File: src/rtl/octal_conv_sched_if.sv
// Bus bundle for octal_conv_sched: two requesters share one binary->octal
// converter.
//   master (requester side): drives req, dec0, dec1; observes the rest.
//   slave  (converter side): observes req/dec0/dec1; drives gnt, ack, busy,
//                            done, done_id, octal.
//   req[1:0]  per-requester request level
//   dec0/dec1 W-bit operands, held while the matching req bit is high
//   gnt[1:0]  one-hot converter owner, 0 when idle
//   ack[1:0]  one-cycle completion pulse to the owner
//   busy      converter working (CONV or DONE)
//   done      one-cycle result-valid pulse
//   done_id   requester whose result is on octal
//   octal     digit-packed result, nibble k = octal digit k
interface octal_conv_sched_if #(
  parameter int W = 16
);
  localparam int D  = (W + 2) / 3;
  localparam int OW = 4 * D;

  logic [1:0]    req;
  logic [W-1:0]  dec0;
  logic [W-1:0]  dec1;
  logic [1:0]    gnt;
  logic [1:0]    ack;
  logic          busy;
  logic          done;
  logic          done_id;
  logic [OW-1:0] octal;

  modport master (
    output req, dec0, dec1,
    input  gnt, ack, busy, done, done_id, octal
  );

  modport slave (
    input  req, dec0, dec1,
    output gnt, ack, busy, done, done_id, octal
  );
endinterface

File: src/rtl/octal_conv_sched.sv
// Shared binary->octal converter with a two-requester round-robin arbiter.
// An accepted operand is converted one octal digit per cycle (LSD first);
// the packed result is published on entry to DONE and held until the next
// DONE.
// Ports:
//   clk  rising-edge clock
//   rst  synchronous active-high reset
//   bus  octal_conv_sched_if.slave (req/dec0/dec1 in; gnt/ack/busy/done/
//        done_id/octal out)
module octal_conv_sched #(
  parameter int W = 16
) (
  input  logic               clk,
  input  logic               rst,
  octal_conv_sched_if.slave  bus
);

  localparam int D  = (W + 2) / 3;
  localparam int NW = 3 * D;
  localparam int OW = 4 * D;
  localparam int KW = (D > 1) ? $clog2(D + 1) : 1;

  typedef enum logic [1:0] {
    S_IDLE,
    S_CONV,
    S_DONE
  } state_t;

  state_t        r_state;
  state_t        w_state_nxt;

  logic [NW-1:0] r_num;
  logic [NW-1:0] w_num_shift;
  logic [KW-1:0] r_k;
  logic [OW-1:0] r_work;
  logic [OW-1:0] w_work_nxt;
  logic [OW-1:0] r_octal;
  logic          r_owner;
  logic          r_rr;
  logic          r_done_id;
  logic          w_pick;
  logic          w_accept;
  logic          w_conv_last;
  logic [W-1:0]  w_operand;
  logic [1:0]    w_owner_oh;

  // r_rr holds the requester served last; a tie goes to the other one.
  always_comb begin
    w_pick = 1'b0;
    case (bus.req)
      2'b01:   w_pick = 1'b0;
      2'b10:   w_pick = 1'b1;
      2'b11:   w_pick = ~r_rr;
      default: w_pick = 1'b0;
    endcase
  end

  assign w_accept    = (r_state == S_IDLE) && (bus.req != 2'b00);
  assign w_operand   = w_pick ? bus.dec1 : bus.dec0;
  assign w_num_shift = r_num >> 3;

  // Current digit lands in nibble r_k; all other nibbles keep their value.
  always_comb begin
    w_work_nxt = r_work;
    for (int k = 0; k < D; k++) begin
      if (r_k == KW'(k)) begin
        w_work_nxt[4*k +: 4] = {1'b0, r_num[2:0]};
      end
    end
  end

  // Stop once no significant digits remain, or the last digit is written.
  assign w_conv_last = (w_num_shift == '0) || (r_k == KW'(D - 1));

  always_comb begin
    w_state_nxt = r_state;
    case (r_state)
      S_IDLE:  if (w_accept) w_state_nxt = S_CONV;
      S_CONV:  if (w_conv_last) w_state_nxt = S_DONE;
      S_DONE:  w_state_nxt = S_IDLE;
      default: w_state_nxt = S_IDLE;
    endcase
  end

  always_ff @(posedge clk) begin
    if (rst) begin
      r_state <= S_IDLE;
    end else begin
      r_state <= w_state_nxt;
    end
  end

  // Control and published-result registers.
  always_ff @(posedge clk) begin
    if (rst) begin
      r_owner   <= 1'b0;
      r_rr      <= 1'b1;
      r_octal   <= '0;
      r_done_id <= 1'b0;
    end else begin
      if (w_accept) begin
        r_owner <= w_pick;
      end
      if ((r_state == S_CONV) && w_conv_last) begin
        r_octal   <= w_work_nxt;
        r_done_id <= r_owner;
      end
      if (r_state == S_DONE) begin
        r_rr <= r_owner;
      end
    end
  end

  // Conversion datapath; the captured operand isolates the conversion from
  // later operand changes.
  always_ff @(posedge clk) begin
    if (w_accept) begin
      r_num  <= NW'(w_operand);
      r_work <= '0;
      r_k    <= '0;
    end else if (r_state == S_CONV) begin
      r_num  <= w_num_shift;
      r_work <= w_work_nxt;
      r_k    <= r_k + 1'b1;
    end
  end

  assign w_owner_oh  = r_owner ? 2'b10 : 2'b01;
  assign bus.busy    = (r_state != S_IDLE);
  assign bus.done    = (r_state == S_DONE);
  assign bus.gnt     = bus.busy ? w_owner_oh : 2'b00;
  assign bus.ack     = bus.done ? w_owner_oh : 2'b00;
  assign bus.done_id = r_done_id;
  assign bus.octal   = r_octal;

endmodule

File: src/flat_wrapper.sv
// flat-port wrapper written by rule: the top's interface ports become plain ports
module octal_conv_sched_flat 
#(
  parameter int W = 16
)
  (clk, rst, bus_req, bus_dec0, bus_dec1, bus_gnt, bus_ack, bus_busy, bus_done, bus_done_id, bus_octal);
  octal_conv_sched_if #(.W(W)) bus_i ();
  input  logic clk;
  input  logic rst;
  input wire logic [$bits(bus_i.req)-1:0] bus_req;
  input wire logic [$bits(bus_i.dec0)-1:0] bus_dec0;
  input wire logic [$bits(bus_i.dec1)-1:0] bus_dec1;
  output wire logic [$bits(bus_i.gnt)-1:0] bus_gnt;
  output wire logic [$bits(bus_i.ack)-1:0] bus_ack;
  output wire logic [$bits(bus_i.busy)-1:0] bus_busy;
  output wire logic [$bits(bus_i.done)-1:0] bus_done;
  output wire logic [$bits(bus_i.done_id)-1:0] bus_done_id;
  output wire logic [$bits(bus_i.octal)-1:0] bus_octal;
  assign bus_i.req = bus_req;
  assign bus_i.dec0 = bus_dec0;
  assign bus_i.dec1 = bus_dec1;
  assign bus_gnt = bus_i.gnt;
  assign bus_ack = bus_i.ack;
  assign bus_busy = bus_i.busy;
  assign bus_done = bus_i.done;
  assign bus_done_id = bus_i.done_id;
  assign bus_octal = bus_i.octal;
  octal_conv_sched #(.W(W)) u_core (.clk(clk), .rst(rst), .bus(bus_i));
endmodule
File: config.mk
export PLATFORM = sky130hd
export DESIGN_NAME = octal_conv_sched_flat
export DESIGN_NICKNAME = d
export VERILOG_FILES = /design/src/rtl/octal_conv_sched_if.sv /design/src/rtl/octal_conv_sched.sv /design/src/flat_wrapper.sv
export SDC_FILE = /design/constraint.sdc
export NUM_CORES = 1
export LEC_CHECK = 0
export BUFFER_PORTS_ARGS = -buffer_cell sky130_fd_sc_hd__buf_2
export CAP_MARGIN = 10
export CORE_MARGIN = 5
export CORE_UTILIZATION = 55
export CTS_CLUSTER_SIZE = 40
export DETAILED_ROUTE_END_ITERATION = 8
export PLACE_DENSITY = 0.87
export REMOVE_ABC_BUFFERS = 1
export SETUP_SLACK_MARGIN = 0.02
export SYNTH_ARGS = -nofsm -noshare
export SYNTH_HDL_FRONTEND = slang
export SYNTH_SLANG_ARGS = --single-unit
File: constraint.sdc
create_clock -name clk -period 2.8 [get_ports clk]
set_input_delay 0 -clock clk [delete_from_list [all_inputs] [get_ports clk]]
set_output_delay 0 -clock clk [all_outputs]
set_load 0.1 [all_outputs]
# After elaboration in Yosys (flattened, before gate mapping)
# Index checks and enable logic that the tools add are counted.
# classes
add_sub_neg,1
n_eq_ne,11
n_mux,16
bitwise_logic,1
n_reduce_logical,10
# ops
op,n
two-way mux 16 bit,3
two-way mux 4 bit,6
logical NOT 18 bit,1
two-way mux 2 bit,5
"equality test 2 bit, second input constant",3
"equality test 3 x 2 -> 1 bit, second input constant",2
"equality test 3 bit, second input constant",2
nonzero test 2 bit,3
"!= test 2 x 1 -> 1 bit, second input constant",2
one-hot mux 2 bit (2 select lines),1
"adder 3 x 1 -> 3 bit, second input constant",1
"equality test 3 x 1 -> 1 bit, second input constant",1
logical NOT 3 bit,1
"equality test 2 x 1 -> 1 bit, second input constant",1
logical AND 1 bit,2
logical NOT 2 bit,1
one-hot mux 1 bit (2 select lines),1
AND reduction 2 bit,1
logical OR 1 bit,1
inverter 1 bit,1
# word_totals
reg_bits,72
inputBits,36
out_inout_bits,31
word_cells,47

# Logic depth before layout (Yosys ltp)
# Gate-level depths: netlist of run 1.
# depth
ltp_word,4
ltp_mapped,8
ltp_nobuf,6

# Worst setup path before layout of run 1
# Ideal clock, no wire load.
# synth_timing
kind,register to register
from,register u_core.r_state[0]
to,register u_core.r_rr
setup_ps,61
arrival_ps,2137
required_time_ps,2739
slack_ps,602
path_stages_with_launch,5
n_path_buf,0
period_less_slack_ps,2198
path_cell_list,dfxtp_1 -> nand2b_1 -> inv_1 -> and2_1 -> a211o_1
# synth_between
elab_chain_len,1
# synth_rtl
item,line,text
"start, declared",octal_conv_sched.sv:29,state_t r_state;
"start signal, assigned",octal_conv_sched.sv:89,r_state <= w_state_nxt;
equality test 2 bit,--,
named net bus_done,flat_wrapper.sv:16,output wire logic [$bits(bus_i.done)-1:0] bus_done;
"end signal, assigned",octal_conv_sched.sv:109,r_rr <= r_owner;
"end, declared",octal_conv_sched.sv:39,logic r_rr;
# The timed path passes the listed nets, and every way through them passes these cells.
# A chain may end at the register's enable or synchronous reset.

# Final worst setup path of run 1
# layout_timing
from,register u_core.r_num[14]
to,register u_core.r_octal[20] (netlist: u_core.bus.octal[20])
# layout_between
elab_chain_len,3
# layout_rtl
item,line,text
"start, declared",octal_conv_sched.sv:32,logic [NW-1:0] r_num;
"start signal, assigned",octal_conv_sched.sv:118,r_num <= NW'(w_operand);
"start signal, assigned",octal_conv_sched.sv:122,r_num <= w_num_shift;
logical NOT 18 bit,octal_conv_sched.sv:73,assign w_conv_last = (w_num_shift == '0) || (r_k == KW'(D - 1));
logical OR 1 bit,octal_conv_sched.sv:73,
logical AND 1 bit,octal_conv_sched.sv:104,if ((r_state == S_CONV) && w_conv_last) begin
"end signal, assigned",octal_conv_sched.sv:105,r_octal <= w_work_nxt;
"end, declared",octal_conv_sched.sv:37,logic [OW-1:0] r_octal;
# Every way passes these cells.

==> impl_metrics.csv, run 1 <==
group,metric,value,unit
critical_path,path_delay_family,"simple AND/OR/NAND/NOR gates",
logic_synthesis,syn_area_per_cell,9.468,um2
critical_path,cp-end-kind,"flip-flop",
drt,drtAntennaViolNets,0,
placement,place_congestion,0.7964,
sta,worstMarginPinSlew,0.9102,ns
floorplanning,dieArea,7424,um2
drt,drc,0,
power_and_ir_drop,peakVddDrop,0.3585,mV
sta,fin_tns_setup,0,ns
drt,drtIter0Drc,214,
layout,multi_input_area,1459,um2
global_route,antenna_found_initial,0,
drt,drt_wl_total,7.345,mm
clocking,cts_resized,0,
layout,area_growth,20.35,%
logic_synthesis,synthTopCellsByArea,"dfxtp_1 (35%), edfxtp_1 (15%), mux2i_1 (13%)",
clocking,cts_tree,"yes",
sta,rsz0062_at_grt,"false",
floorplanning,die_h,86.17,um
min_path,min_path_type,"in2reg",
clocking,cts_buffers,9,
layout,nets,441,
layout,seq_area,1602,um2
flow_run,drv_cap,0,
sta,clock_skew,0.006508,ns
logic_synthesis,yosys_warnings,0,
critical_path,crit_type,"reg2reg",
placement,dpl_cell_area,3560,um2
drt,wire_per_inst,15.40,um
floorplanning,rows,27,
logic_synthesis,synth_cell_type_count,32,
global_route,grt_max_degree,36,
global_route,overflow,0,
logic_synthesis,synth-main-ff-cell,"dfxtp_1",
sta,setup_viol,0,
logic_synthesis,synth-edff-count,16,
layout,fill_cells,419,
critical_path,path_buf_inv,1,
critical_path,critPathLaunchType,"flip-flop",
clocking,h-tree-depth,3,
sta,fmax,486.0,MHz
logic_synthesis,yosys.area.top_type,"dfxtp_1",
clocking,postCtsSetupBuffers,0,
critical_path,cp.required,3.05,ns
placement,io_buffers,66,
clocking,cts_sinks,72,
logic_synthesis,syn_inst,337,
clocking,cts-root-buf,"clkbuf_8",
drt,vias,2670,
global_route,first_global_vias,2538,
critical_path,crit_chain,"nor4_2 -> and4_1 -> buf_4 -> nor3_1 -> a311oi_1",
power_and_ir_drop,power_density,636.7,nW/um2
floorplanning,fp.coreArea,5574,um2
layout,drive_gt1_frac,0.2420,
placement,hpwl,5.016,mm
sta,post-route-period-util,0.7348,
outcome,status,"complete, no violations",
drt,viasPerCell,5.597,
layout,final_cell_area,3840,um2
layout,diodes,0,
sta,final-max-slew-violation-count,0,
power_and_ir_drop,p_leak,1.555,nW
global_route,grt.total_usage,0.2081,
critical_path,critPathMaxFanout,13,
logic_synthesis,ys_async_sr_fraction,0,
sta,period_minus_slack,2.057,ns
logic_synthesis,synth_top_area_share,0.3514,
sta,timing_hold_violations_final,0,
logic_synthesis,syn_area,3191,um2
global_route,grt_pass1_wl,12.28,mm
clocking,clk_path_buf_depth,2,
critical_path,slowest_stage,"and4_1",
critical_path,crit_arrival,2.30,ns
sta,slew_headroom,0.3932,
clocking,clkTransAtPathRegs,0.07,ns
floorplanning,start_util,0.5724,
floorplanning,ioPinCount,67,
clocking,insertion_delay,0.35,ns
drt,firstDrtPassIters,4,
logic_synthesis,ys_seq_area_frac,0.5020,
critical_path,slowest_delay,0.55,ns
logic_synthesis,synth_seq_cells,72,
floorplanning,die_w,86.17,um
[where the power goes]
group,total [mW],internal [mW],switching (mW)
combinational,0.372,0.134,0.238
sequential,1.23,1.15,0.0825
clock,0.845,0.457,0.388
total,2.44,1.74,0.708
[cells in the final DEF, fill, tap and decap left out, types with 4 or more instances in the layout]
master / instances
a311oi_1: 6
edfxtp_1: 16
mux2i_1: 40
dfxtp_1: 56
nand2_1: 38
nor3_1: 19
nor2b_1: 9
buf_2: 66
o21ai_0: 18
ha_1: 5
and2_1: 4
nand3_1: 20
inv_1: 5
clkbuf_8: 11
a21oi_1: 18
buf_4: 8
a211oi_1: 13
nor2_1: 20
dlygate4sd3_1: 6
[tightest hold or removal path, stage by stage]
cell and delay (ns):
buf_2 0.07, mux2i_1 0.05, o21ai_0 0.12
[final timing paths]
path	start	endpoint	slack (ns)	depth (start not counted)
worst min register to register	u_core.r_work[22]	u_core.r_work[22]	0.46	2
worst max register to register	u_core.r_num[14]	u_core.bus.octal[20]	0.74	5
worst max-delay path	u_core.r_num[14]	u_core.bus.octal[20]	0.74	5
worst min-delay path	bus_dec0[4]	u_core.r_num[4]	0.01	3
[layer usage]
metal	vias to the layer above	GRT usage	part of all wire
met5	-	0	0
met4	0	0.06331	0.011
met3	10	0.05091	0.067
met2	82	0.3546	0.51
met1	1258	0.2592	0.42
li1	1320	-	-
[Yosys cell counts, types with 2 or more instances]
cell       n
dfxtp_1   56
mux2i_1   40
nand2_1   38
clkbuf_1  23
nand3_1   20
nor2_1    20
nor3_1    19
a21oi_1   18
o21ai_0   18
edfxtp_1  16
a211oi_1  13
nor2b_1    9
a311oi_1   6
buf_2      5
ha_1       5
inv_1      5
and2_1     4
and3_1     3
nor3b_1    3
nand2b_1   2
nand4_1    2
nor4_2     2
[state kept, by name (all words and copies together) (netlist names)]
register,count
u_core.bus.octal,24
u_core.r_work,24
u_core.r_num,16
u_core.r_k,3
u_core.r_state,2
u_core.bus.done_id,1
u_core.r_owner,1
u_core.r_rr,1
[layout make-up]
class / count / share of cell area
clock buffer: 11 / 0.03943
clock inverter: 5 / 0.01401
inverter: 5 / 0.004888
multi-input combinational: 231 / 0.3799
sequential: 72 / 0.4171
tap: 72 / 0.02346
timing repair buffer: 81 / 0.1212
[kinds of logic (layout without fill, tap and decap cells)]
family	Yosys count	in the layout	synth area share
muxes	40	40	0.1255
adders and majority gates	5	5	0.01961
buffers and inverters	34	102	0.04314
DFF	72	72	0.5020
and+or+nand+nor	126	126	0.1949
AOI/OAI and AO/OA	60	60	0.1149
[per-stage QoR]
stage | setup WS, ns | instances | hold WS [ns] | power, mW | util
2_1_floorplan | 0.07148 | 308 | 0.06907 | 1.482 | -
3_3_place_gp | 0.8717 | 454 | 0.3115 | 1.590 | 0.6386
3_5_place_dp | 0.7456 | 454 | 0.3279 | 1.604 | 0.6386
4_1_cts | 0.7293 | 476 | 0.008352 | 2.448 | 0.6862
5_1_grt | 0.5276 | 477 | 0.02323 | 2.551 | 0.6889
6_report | 0.7425 | 477 | 0.01335 | 2.445 | 0.6889
[what timing repair did]
item / in CTS / in global routing
hold buffers: 6 / 0
endpoints found under the hold margin: 3 / 0
endpoints found under the setup margin: 0 / 0
No activity file was read; power rests on OpenSTA's default activity.
==> inputs of run 2 (changes only) <==
--- a/config.mk
+++ b/config.mk
@@ -8,10 +8,10 @@
 export BUFFER_PORTS_ARGS = -buffer_cell sky130_fd_sc_hd__buf_2
 export CAP_MARGIN = 10
 export CORE_MARGIN = 5
-export CORE_UTILIZATION = 55
+export CORE_UTILIZATION = 49
 export CTS_CLUSTER_SIZE = 40
 export DETAILED_ROUTE_END_ITERATION = 8
-export PLACE_DENSITY = 0.87
+export PLACE_DENSITY = 0.83
 export REMOVE_ABC_BUFFERS = 1
 export SETUP_SLACK_MARGIN = 0.02
 export SYNTH_ARGS = -nofsm -noshare
==> constraint.sdc (replaced) <==
create_clock -name clk -period 1.72 [get_ports clk]
set_input_delay 0 -clock clk [delete_from_list [all_inputs] [get_ports clk]]
set_output_delay 0 -clock clk [all_outputs]
set_load 0.1 [all_outputs]
==> run 2 against run 1 <==
Against the previous run: routed wire length is 3.0% lower; sequential power increased by 63%; non-clock buffer count grew 7; largest cell class unchanged; hold slack gained 0.010 ns; critical path type unchanged; sequential cell count is the same; combinational power grew 75%.
==> impl_metrics.csv, run 2 (same netlist as run 1, synthesis figures left out) <==
group,metric,value,unit
clocking,cts-root-buf,"clkbuf_8",
sta,period_minus_slack,1.620,ns
layout,final_cell_mix,"buf_2 (65), dfxtp_1 (56), mux2i_1 (40)",
critical_path,crit_chain,"nor4_4 -> and4_4 -> buf_12 -> nor3_1 -> a311oi_1",
power_and_ir_drop,p_int,2.969,mW
drt,firstDrtPassIters,4,
clocking,h-tree-depth,3,
drt,drtAntennaViolNets,0,
critical_path,crit_arrival,1.87,ns
placement,pre_cts_ws,0.06641,ns
placement,io_buffers,66,
layout,nets,448,
floorplanning,rows,29,
global_route,antenna_found_initial,0,
clocking,cts_sinks,72,
layout,diodes,0,
clocking,cts_buffers,9,
sta,whs,0.02364,ns
critical_path,cp-end-kind,"flip-flop",
sta,rsz0062_at_grt,"true",
power_and_ir_drop,p_switching,1.197,mW
flow_run,drv_cap,0,
sta,setup_slack,0.09971,ns
placement,hpwl,4.987,mm
floorplanning,dieArea,8225,um2
placement,place_congestion,0.8412,
power_and_ir_drop,peakVddDrop,0.6504,mV
critical_path,r2r_setup_slack,0.1,ns
critical_path,critPathLaunchType,"flip-flop",
power_and_ir_drop,p_sw_frac,0.2874,
layout,area_growth,25.45,%
power_and_ir_drop,p_leak,1.616,nW
global_route,grt_max_degree,35,
sta,fmax,617.2,MHz
floorplanning,die_h,90.69,um
power_and_ir_drop,power_frac_clock,0.362,
sta,clock_skew,0.007625,ns
global_route,first_global_vias,2592,
floorplanning,fp.coreArea,6350,um2
power_and_ir_drop,power_density,1041,nW/um2
layout,fill_cells,513,
global_route,overflow,0,
global_route,grt_pass1_wl,12.25,mm
sta,setup_viol,0,
drt,wire_per_inst,14.57,um
drt,drtIter0Drc,146,
floorplanning,ioPinCount,67,
sta,final-max-slew-violation-count,0,
critical_path,crit_type,"reg2reg",
clocking,clkTransAtPathRegs,0.08,ns
layout,multi_input_area,1491,um2
global_route,grt.total_usage,0.1810,
drt,vias,2635,
clocking,insertion_delay,0.35,ns
sta,worstMarginPinSlew,0.5244,ns
clocking,clk_path_buf_depth,2,
drt,drt_wl_total,7.124,mm
critical_path,slowest_delay,0.44,ns
critical_path,path_delay_family,"simple AND/OR/NAND/NOR gates",
floorplanning,start_util,0.5025,
floorplanning,die_w,90.69,um
layout,layout_commonest_cell,"buf_2",
sta,timing_hold_violations_final,0,
critical_path,critPathMaxFanout,25,
clocking,cts_tree,"yes",
critical_path,path_buf_inv,1,
sta,post-route-period-util,0.9420,
drt,drc,0,
layout,seq_area,1602,um2
power_and_ir_drop,p_seq_frac,0.481,
layout,drive_gt1_frac,0.2621,
drt,viasPerCell,5.389,
critical_path,slowest_stage,"edfxtp_1",
outcome,status,"complete, no violations",
power_and_ir_drop,comb_power_share,0.156,
min_path,min_path_type,"in2reg",
sta,slew_headroom,0.6504,
critical_path,cp.required,1.97,ns
-- run 2: cell count changes in the layout (fill, tap and decap cells not counted), moves of 2 or more --
cell,previous run,this run
clkbuf_16,0,2
clkinv_2,2,0
buf_12,0,4
nor4_2,2,0
clkbuf_8,11,9
buf_4,8,12
nor4_4,0,2
-- run 2: layer usage --
metal | part of all wire | GRT usage | vias up
li1 | - | - | 1336
met4 | 0.012 | 0.06948 | 0
met1 | 0.42 | 0.2257 | 1198
met5 | 0 | 0 | -
met3 | 0.085 | 0.05667 | 13
met2 | 0.48 | 0.2912 | 88
-- run 2: layout make-up --
class,instances,share of cell area
inverters,5,0.004689
repair buffers,88,0.1407
multi-input cells,231,0.3726
clock buffers,11,0.04345
flip-flops and latches,72,0.4001
clock inverters,5,0.01438
well taps,77,0.02407
-- run 2: timing repair --
| action | 4_1_cts | 5_1_grt |
|---|---|---|
| gates resized for setup | 0 | 7 |
| setup buffers | 0 | 1 |
| endpoints found under the hold margin | 3 | 0 |
| hold buffers | 6 | 0 |
| endpoints found under the setup margin | 0 | 16 |
-- run 2: power groups by stage --
stage,Clock (mW),Sequential [mW],Combinational [mW]
finish,1.51,2.01,0.652
global route,1.62,2.02,0.714
CTS,1.53,1.99,0.642
detailed placement,0,2.03,0.628
global placement,0,2.02,0.611
floorplan,0,2.05,0.359
-- run 2: worst register-to-register path, cell delays in order, from the launching register on --
cell	delay, ns
edfxtp_1	0.44
nor4_4	0.34
and4_4	0.27
buf_12	0.16
nor3_1	0.07
a311oi_1	0.24
-- run 2: final timing paths --
path                           from                   end  cells past startpoint
hold reg to reg   u_core.r_work[14]     u_core.r_work[14]                      2
hold / removal         bus_dec0[12]      u_core.r_num[12]                      3
setup reg to reg    u_core.r_num[3]  u_core.bus.octal[22]                      5
setup / recovery    u_core.r_num[3]  u_core.bus.octal[22]                      5
-- run 2: stage by stage --
| stage | instance area [um2] | instances | util | setup TNS [ns] | power (mW) |
|---|---|---|---|---|---|
| 6_report | 4003 | 489 | 0.6303 | 0 | 4.166 |
| 5_1_grt | 4003 | 489 | 0.6303 | 0 | 4.354 |
| 4_1_cts | 3960 | 488 | 0.6236 | 0 | 4.160 |
| 3_5_place_dp | 3669 | 466 | 0.5777 | 0 | 2.657 |
| 3_3_place_gp | 3669 | 466 | 0.5777 | 0 | 2.630 |
| 2_1_floorplan | 3072 | 308 | - | -27.94 | 2.413 |
==> inputs of run 3 (changes only) <==
--- a/config.mk
+++ b/config.mk
@@ -5,13 +5,14 @@
 export SDC_FILE = /design/constraint.sdc
 export NUM_CORES = 1
 export LEC_CHECK = 0
+export ABC_AREA = 1
 export BUFFER_PORTS_ARGS = -buffer_cell sky130_fd_sc_hd__buf_2
 export CAP_MARGIN = 10
 export CORE_MARGIN = 5
 export CORE_UTILIZATION = 49
 export CTS_CLUSTER_SIZE = 40
 export DETAILED_ROUTE_END_ITERATION = 8
-export PLACE_DENSITY = 0.83
+export PLACE_DENSITY = 0.82
 export REMOVE_ABC_BUFFERS = 1
 export SETUP_SLACK_MARGIN = 0.02
 export SYNTH_ARGS = -nofsm -noshare
==> run 3 against run 2 <==
Against the previous run: routed wire length grew 6.5%; sequential cell count is the same; register-to-register slack better by 0.09 ns; clock skew is 0.0011 ns higher; synthesized cell count up 24%; cell count up 18%; synthesized area grew 4.1%; critical path type is now reg2out; largest power group unchanged; highest routed layer unchanged.
==> impl_metrics.csv, run 3 <==
group,metric,value,unit
outcome,status,"complete, no violations",
min_path,min_path_type,"in2reg",
logic_synthesis,ys_async_sr_fraction,0,
clocking,cts_sinks,72,
sta,clock_skew,0.008677,ns
logic_synthesis,synth_commonest_cells,"nand2_1 (83), nor2_1 (67), dfxtp_1 (56), o21ai_0 (44), a21oi_1 (37)",
logic_synthesis,synth_cell_type_count,27,
placement,place_congestion,0.7850,
drt,drt_wl_total,7.584,mm
sta,post-route-period-util,0.9073,
clocking,postCtsSetupBuffers,0,
power_and_ir_drop,peakVddDrop,0.7109,mV
clocking,clkTransAtPathRegs,0.08,ns
logic_synthesis,synth-main-ff-cell,"dfxtp_1",
layout,post-route-util,0.5963,
sta,worstMarginPinSlew,0.4891,ns
critical_path,critPathMaxFanout,4,
sta,whs,0.005898,ns
placement,dpl_cell_area,3702,um2
drt,drc,0,
critical_path,cp.required,1.72,ns
logic_synthesis,synth_top_area_share,0.3375,
logic_synthesis,synth_seq_cells,72,
sta,final-max-slew-violation-count,0,
logic_synthesis,synth-edff-count,16,
logic_synthesis,syn_area_per_cell,7.947,um2
placement,numPlacedInstances,552,
min_path,hp-start,"bus_dec1[13]",
drt,drtAntennaViolNets,0,
drt,wl_met3,404,um
floorplanning,fp.coreArea,6681,um2
layout,nets,532,
placement,hpwl,5.147,mm
logic_synthesis,post-synth-top-count-cell,"nand2_1",
critical_path,r2r_cells,8,
sta,period_minus_slack,1.561,ns
critical_path,reg2reg_from,"u_core.r_k[1]",
layout,final_cell_mix,"nand2_1 (83), nor2_1 (67), buf_2 (64)",
global_route,antenna_found_initial,0,
power_and_ir_drop,power_density,1036,nW/um2
global_route,grt_pass1_wl,12.43,mm
floorplanning,die_w,92.34,um
clocking,cts-root-buf,"clkbuf_8",
min_path,whs_endpoint,"u_core.r_num[13]",
sta,rsz0062_at_grt,"false",
power_and_ir_drop,total_power,4.128,mW
drt,wl_met1,3.308,mm
min_path,hold_path_depth,3,
global_route,overflow,0,
clocking,clk_path_buf_depth,2,
floorplanning,start_util,0.4972,
logic_synthesis,syn_area,3322,um2
drt,viasPerCell,5.198,
layout,fill_cells,605,
logic_synthesis,synthTopCellsByArea,"dfxtp_1 (34%), edfxtp_1 (14%), nand2_1 (9.4%)",
critical_path,critPathLaunchType,"flip-flop",
layout,layout_commonest_cell,"nand2_1",
floorplanning,rows,30,
critical_path,crit_arrival,1.56,ns
placement,pre_cts_ws,0.2317,ns
drt,wl_met2,3.753,mm
drt,drtIter0Drc,221,
critical_path,r2r-end,"u_core.bus.octal[16]",
global_route,grt.total_usage,0.1805,
logic_synthesis,yosys_warnings,0,
logic_synthesis,yosys.area.top_type,"dfxtp_1",
drt,vias,2994,
sta,setup_viol,0,
clocking,cts_buffers,9,
floorplanning,die_h,92.34,um
global_route,first_global_vias,2803,
sta,fin_tns_setup,0,ns
sta,slew_headroom,0.6762,
power_and_ir_drop,p_leak,1.754,nW
sta,setup_slack,0.1594,ns
layout,diodes,0,
drt,wire_per_inst,13.17,um
floorplanning,ioPinCount,67,
clocking,h-tree-depth,3,
critical_path,crit_type,"reg2out",
sta,fmax,640.8,MHz
layout,area_growth,19.92,%
placement,io_buffers,66,
logic_synthesis,syn_inst,418,
critical_path,r2r_setup_slack,0.19,ns
drt,firstDrtPassIters,5,
drt,maxUsedRoutingLayer,"met4",
layout,final_cell_area,3984,um2
critical_path,cp-end-kind,"output port",
global_route,grt_max_degree,37,
logic_synthesis,ys_seq_area_frac,0.4821,
clocking,cts_tree,"yes",
flow_run,drv_cap,0,
clocking,insertion_delay,0.34,ns
floorplanning,dieArea,8526,um2
sta,timing_hold_violations_final,0,
layout,drive_gt1_frac,0.2278,
layout,finalNonFillerCells,576,
[run 3: changes by cell type after synthesis, sizes merged, moves of 6 or more]
cell,delta
nand2,+46
a21oi,+19
clkbuf,-23
nor3,-17
a311oi,-6
buf,+14
nor2b,-9
nand3,-6
mux2i,-40
nand3b,+9
inv,+24
nor2,+50
o21ai,+34
[run 3: critical path: stages (launching register included)]
cell and delay (ns):
dfxtp_1 0.49, inv_1 0.07, nor2_1 0.15, inv_1 0.10
nor2_1 0.09, clkbuf_4 0.33
[run 3: worst max path at each step]
| stage | slack (ns) | endpoint | start |
|---|---|---|---|
| floorplan | -1.67 | bus_ack[0] | u_core.r_state[1] |
| global placement | 0.28 | u_core.bus.octal[19] | u_core.r_k[1] |
| detailed placement | 0.23 | u_core.bus.octal[10] | u_core.r_k[1] |
| CTS | 0.04 | bus_ack[0] | u_core.r_state[1] |
| global route | 0.03 | bus_ack[0] | u_core.r_state[1] |
| finish | 0.16 | bus_ack[0] | u_core.r_state[1] |
[run 3: layout make-up]
| cell class | instances | area [um2] | area share |
|---|---|---|---|
| Tap cell | 80 | 100.1 | 0.02513 |
| Clock buffer | 11 | 162.7 | 0.04083 |
| Clock inverter | 5 | 33.78 | 0.008480 |
| Multi-Input combinational cell | 294 | 1475 | 0.3703 |
| Inverter | 32 | 122.6 | 0.03078 |
| Timing Repair Buffer | 82 | 488.0 | 0.1225 |
| Sequential cell | 72 | 1602 | 0.4020 |
[run 3: routing by layer]
metal  global-route usage  vias to the layer above
li1                     -                     1529
met5                    0                        -
met2               0.3106                       94
met3              0.03818                       15
met4              0.07921                        0
met1               0.2165                     1356
[run 3: power breakdown]
group / switching, mW / internal [mW]
logic: 0.604 / 0.239
registers: 0.0864 / 1.89
clock network: 0.652 / 0.655
[run 3: timing repair]
item	CTS	global route
endpoints found under the hold margin	11	0
resized for setup	0	2
hold buffers	8	0
endpoints found under the setup margin	0	2
[run 3: logic make-up after synthesis]
kind of cell / count (synthesis) / synth area share
compound gates: 102 / 0.1785
simple gates: 187 / 0.2467
flops: 72 / 0.4821
buf+inv: 52 / 0.07382
fa+ha+maj: 5 / 0.01883
